**config.mk**
```make
export PLATFORM = sky130hd
export DESIGN_NAME = riscv_v_csr_wr_pipe
export DESIGN_NICKNAME = d
export VERILOG_FILES = /design/src/rtl/riscv_v_csr_wr_pipe.sv
export SDC_FILE = /design/constraint.sdc
export NUM_CORES = 1
export LEC_CHECK = 0
export ABC_AREA = 1
export ABC_CLOCK_PERIOD_IN_PS = 11300
export CAP_MARGIN = 20
export CELL_PAD_IN_SITES_DETAIL_PLACEMENT = 0
export CELL_PAD_IN_SITES_GLOBAL_PLACEMENT = 2
export CORE_MARGIN = 2
export CORE_UTILIZATION = 28
export CTS_CLUSTER_DIAMETER = 40
export DETAILED_ROUTE_END_ITERATION = 6
export GPL_ROUTABILITY_DRIVEN = 0
export PLACE_DENSITY = 0.95
export REMOVE_ABC_BUFFERS = 1
export SYNTH_ARGS = -nofsm -noshare
export SYNTH_HDL_FRONTEND = slang
export SYNTH_SLANG_ARGS = --single-unit
```
**constraint.sdc**
```tcl
create_clock -name clk -period 11.3 [get_ports clk]
set_input_delay 2.825 -clock clk [delete_from_list [all_inputs] [get_ports clk]]
set_output_delay 2.825 -clock clk [all_outputs]
set_load 0.02 [all_outputs]
```
**src/rtl/riscv_v_csr_wr_pipe.sv**
```systemverilog
// Vector CSR write pipeline: fixed-priority arbitration in ID, winner-data select in EXE,
// per-CSR write enables/data at WB after ID2EXE_LAT+EXE2WB_LAT cycles; stall holds, flush kills.
module riscv_v_csr_wr_pipe #(
  parameter int NUM_SRC    = 2,
  parameter int NUM_CSR    = 6,
  parameter int DATA_W     = 32,
  parameter int ID2EXE_LAT = 1,
  parameter int EXE2WB_LAT = 1
) (
  input  logic                        clk,
  input  logic                        rst,
  input  logic                        stall,
  input  logic                        flush,
  input  logic [NUM_SRC*NUM_CSR-1:0]  src_wr_id,
  input  logic [NUM_SRC*DATA_W-1:0]   src_data_exe,
  output logic [NUM_CSR-1:0]          csr_wr_en_wb,
  output logic [NUM_CSR*DATA_W-1:0]   csr_wr_data_wb,
  output logic [NUM_CSR-1:0]          csr_pending,
  output logic                        conflict_id,
  output logic                        conflict_sticky
);

  localparam int IDX_W = (NUM_SRC > 1) ? $clog2(NUM_SRC) : 1;

  logic [NUM_CSR-1:0]                        vld_id;
  logic [NUM_CSR-1:0][IDX_W-1:0]             win_id;
  logic [NUM_CSR-1:0]                        multi_id;

  logic [ID2EXE_LAT-1:0][NUM_CSR-1:0]             ie_vld;
  logic [ID2EXE_LAT-1:0][NUM_CSR-1:0][IDX_W-1:0]  ie_idx;
  logic [EXE2WB_LAT-1:0][NUM_CSR-1:0]             wb_vld;
  logic [EXE2WB_LAT-1:0][NUM_CSR-1:0][DATA_W-1:0] wb_dat;

  logic [NUM_CSR-1:0]                        exe_vld;
  logic [NUM_CSR-1:0][DATA_W-1:0]            exe_data;
  logic [NUM_CSR-1:0]                        pend;

  // Scan from the lowest-priority source down so source 0 is written last and wins.
  always_comb begin
    vld_id   = '0;
    win_id   = '0;
    multi_id = '0;
    for (int c = 0; c < NUM_CSR; c++) begin
      for (int s = NUM_SRC - 1; s >= 0; s--) begin
        if (src_wr_id[s*NUM_CSR + c]) begin
          if (vld_id[c]) multi_id[c] = 1'b1;
          vld_id[c] = 1'b1;
          win_id[c] = IDX_W'(s);
        end
      end
    end
  end

  assign conflict_id = |multi_id;

  assign exe_vld = ie_vld[ID2EXE_LAT-1];

  always_comb begin
    exe_data = '0;
    for (int c = 0; c < NUM_CSR; c++) begin
      if (exe_vld[c]) begin
        for (int s = 0; s < NUM_SRC; s++) begin
          if (ie_idx[ID2EXE_LAT-1][c] == IDX_W'(s)) exe_data[c] = src_data_exe[s*DATA_W +: DATA_W];
        end
      end
    end
  end

  always_ff @(posedge clk or posedge rst) begin
    if (rst) begin
      ie_vld <= '0;
      ie_idx <= '0;
    end else if (flush || !stall) begin
      ie_vld[0] <= flush ? '0 : vld_id;
      ie_idx[0] <= win_id;
      for (int k = 1; k < ID2EXE_LAT; k++) begin
        ie_vld[k] <= flush ? '0 : ie_vld[k-1];
        ie_idx[k] <= ie_idx[k-1];
      end
    end
  end

  always_ff @(posedge clk or posedge rst) begin
    if (rst) begin
      wb_vld <= '0;
      wb_dat <= '0;
    end else if (flush || !stall) begin
      wb_vld[0] <= flush ? '0 : exe_vld;
      wb_dat[0] <= exe_data;
      for (int k = 1; k < EXE2WB_LAT; k++) begin
        wb_vld[k] <= flush ? '0 : wb_vld[k-1];
        wb_dat[k] <= wb_dat[k-1];
      end
    end
  end

  always_ff @(posedge clk or posedge rst) begin
    if (rst) conflict_sticky <= 1'b0;
    else if (conflict_id && !stall) conflict_sticky <= 1'b1;
  end

  always_comb begin
    pend = '0;
    for (int k = 0; k < ID2EXE_LAT; k++) pend = pend | ie_vld[k];
    for (int k = 0; k < EXE2WB_LAT; k++) pend = pend | wb_vld[k];
  end

  assign csr_pending    = pend;
  assign csr_wr_en_wb   = wb_vld[EXE2WB_LAT-1];
  assign csr_wr_data_wb = wb_dat[EXE2WB_LAT-1];

endmodule

```
* Yosys cells after proc, flatten, opt, wreduce, memory -nomap -nowiden
Cells that the tools add are included.
** Word-level totals
- Flip-flop bits (word level) :: 211
- Input bits :: 80
- Output and inout bits :: 206
** Operators by class
- Mux-type cells :: 44
- Bitwise operators :: 1
- Reductions and logical operators :: 4
** Operators by type and width (count)
- $mux 32 :: 12
- $mux 1 :: 30
- $mux 6 :: 2
- $or 6x6->6 :: 1
- $reduce_or 6->1 :: 1
- $logic_and 1x1->1 :: 1
- $logic_not 1->1 :: 1
- $logic_or 1x1->1 :: 1

* Depth between registers and ports, before layout
- Depth in word-level cells :: 5
- Gate-level depth with buffers :: 7

* Worst setup path before layout
OpenSTA, ideal clock, no wires.
- Path kind :: input port to output port
- Start point :: input src_wr_id[4]
- End point :: output conflict_id
- Data arrival time :: 3.146 ns
- Slack :: 5.329 ns
- Stages on the path :: 4
- Cell sequence :: nand2_1 nand2_1 nor2_1 nand2_1
** On the way
- Word-level cells in the longest chain between the ends :: 2
** Ends and longest elaborated chain
- start: declaration :: RTL line 14 : input logic [NUM_SRC*NUM_CSR-1:0] src_wr_id,
- $mux 1 :: RTL line 45 : if (src_wr_id[s*NUM_CSR + c]) begin
- $reduce_or 6->1 :: RTL line 54 : assign conflict_id = |multi_id;
- end: declaration :: RTL line 19 : output logic conflict_id,
No other way between the ends.

* Worst setup path in the final report
- Start point :: input src_wr_id[9]
- End point :: output conflict_id
** On the way
- Word-level cells in the longest chain between the ends :: 4
** Ends and longest elaborated chain
- $mux 1 :: RTL line 45
- $mux 1 :: RTL line 46 : if (vld_id[c]) multi_id[c] = 1'b1;
- $mux 1 :: RTL line 45
- $reduce_or 6->1 :: RTL line 54
No other way between the ends.

==> results.cfg <==
[final_layout]
final_common_cell = nand2_1
final_cells = 2116
area_growth_pct = 46.1
drive_gt1_frac = 0.0593
final_area_mm2 = 0.0147
nets = 1705
fillers = 3659
final_cell_mix = 798 x nand2_1, 285 x clkdlybuf4s50_1, 205 x dfrtp_1

[synthesis]
synth-seq-cells = 211
syn_area_per_cell_um2 = 7.33
synthCells = 1367
yosysWarnings = 0
synth.top_cell.area_share = 0.527
ys_types = 14
ys_seq_area_frac = 0.527
yosys.area.top_type = dfrtp_1
syn_area_mm2 = 0.0100
ys_top_cells_by_area = dfrtp_1 53%, nand2_1 30%, o21ai_0 9.6%

[critical_path]
path_cells = clkdlybuf4s50_1, nand2_1, nand2_1, nor2_1, nand2_1, clkdlybuf4s50_1
end_kind = output pin
r2r_setup_slack_ns = 9.57
crit_slowest_cell = clkdlybuf4s50_1
max_stage_delay_ns = 0.60
worstPathBufferInverterCount = 2
cp.arrival_ns = 4.15
timing.rr.end = csr_wr_data_wb[112]
required_ns = 8.48
rr_startpoint = ie_idx[3]
rr_worst_depth = 4
start_kind = input port
path_max_fanout = 3
critical_path_class = in2out
path_common_cell = nand2_1
crit_family = buffers and inverters

[routing]
highest_layer = met4
vias = 9546
wire_per_inst_um = 16.8
drt_iter0_markers = 572
drtPass1Iterations = 5
drc_errors = 0
routed_wirelength_um = 35600
wl_met2_um = 16200
ant_nets = 0
met3_length_um = 2540
drt-met1-wl_um = 16300
drt-vias-per-instance = 4.51

[clock_tree]
cts_buffers = 40
clk_pin_slew_ns = 0.05
cts_tree = yes
cts_resized = 0
clock_latency_ns = 0.51
ctsHoldBuffers = 0
htreeDepth = 2
cts_max_path_buffers = 3
cts_num_sinks = 211
post_cts_buffers = 0
root_buffer = clkbuf_16

[global_route]
grt_overflow = 0
antenna_found_initial = 0
grt_pass1_wl_um = 56000
grt_start_max_net_pins = 206
grt_pass1_vias = 9473
grt_usage = 0.189

[die]
initial_utilization = 0.283
die_area_mm2 = 0.0373
die_y_um = 193
fp.dieW_um = 193
row_count = 69
coreArea_mm2 = 0.0354
io_pins = 286

[hold_path]
whs_path_depth = 2
hp-class = reg2reg
whs_endpoint = conflict_sticky
hp-start = conflict_sticky

[pwr]
pwr-share-seq = 0.342
peakVddDrop_v = 0.0000920
powerDensity_mw_per_mm2 = 170
switching_power_mw = 0.680
pwr-share-clk = 0.503
p_leak_nw = 7.09
internal_power_mw = 1.82
comb_power_share = 0.155
swShare = 0.273

[place]
io_buffers = 285
placedCellCount = 2044
hpwl_um = 22000
post_dp_cell_area_mm2 = 0.0132

[sta]
hold_viol_final = 0
min_period_over_period = 0.617
clock.fmax_mhz = 143
tns_ns = 0
rsz0062_at_grt = false
finalClockSkew_ns = 0.0143
fin_crit_ns = 6.98
worst_pin_slew_ns = 1.22
slew_headroom = 0.185
slew_violations = 0
setup_viol_count_final = 0

[job]
max-cap-violations = 0

[outcome]
outcome = completed
==> worst reg2reg max path, cell delays in order (launching register included) <==
cell and delay (ns):
dfrtp_2 0.75, buf_4 0.48, o21ai_0 0.23, nand2_1 0.10, nand2_1 0.05
==> cell usage after synthesis (all sizes together) <==
library cell and n:
nand2 798, dfrtp 211, o21ai 192, buf 54, inv 49, clkbuf 30, nor2 14, o22ai 12
nand3b 6, or2 1
==> layout make-up <==
type                       instances  area, um^2  area share
sequential                       211        5290       0.361
multi-input combinational       1023        4190       0.286
timing repair buffer             300        3000       0.205
clock buffer                      51        1110      0.0760
tap                              461         577      0.0394
clock inverter                    20         293      0.0200
inverter                          49         191      0.0131
antenna                            1        2.50    0.000171
==> how the worst max path moves through the flow <==
| stage | start | endpoint | slack [ns] | cells after the start |
|---|---|---|---|---|
| floorplan | rst | conflict_sticky | 2.71 | 1 |
| finish | src_wr_id[9] | conflict_id | 4.32 | 6 |
| detailed placement | src_wr_id[9] | conflict_id | 4.32 | 6 |
| global route | src_wr_id[7] | conflict_id | 4.22 | 6 |
| global placement | src_wr_id[9] | conflict_id | 4.30 | 6 |
| CTS | src_wr_id[9] | conflict_id | 4.31 | 6 |
==> flip-flops by register name, summed over array words and instances, names as in the netlist <==
register	cells
csr_wr_data_wb	192
conflict_sticky	1
csr_wr_en_wb	6
ie_idx	6
exe_vld	6
==> through the flow <==
step | setup slack [ns] | util | total power, mW | hold slack [ns]
4_1_cts | 4.31 | 0.414 | 2.53 | 0.471
3_5_place_dp | 4.32 | 0.374 | 1.26 | 0.460
2_1_floorplan | 2.71 | - | 1.04 | 0.513
3_3_place_gp | 4.30 | 0.373 | 1.25 | 0.453
6_report | 4.32 | 0.414 | 2.50 | 0.466
5_1_grt | 4.22 | 0.414 | 2.61 | 0.491
==> cell families (layout without fill, tap and decap cells) <==
logic type      after synthesis  count (layout)  synth area share
simple gates                819             819             0.310
other cells                   0               1                 0
compound gates              204             204             0.103
flops                       211             211             0.527
buf+inv                     133             420            0.0600
==> power groups by stage <==
stage	logic, mW	registers (mW)	clock network, mW
floorplan	0.120	0.919	0
global placement	0.389	0.865	0
detailed placement	0.392	0.865	0
CTS	0.394	0.855	1.28
global route	0.426	0.860	1.32
finish	0.387	0.854	1.26
==> metal layers <==
metal  global-route usage  vias up
met1                0.258     4468
li1                     -     4778
met5                    0        -
met3               0.0516       45
met4               0.0430        0
met2                0.300      255
Note: power is estimated with default switching activity, not from simulation.
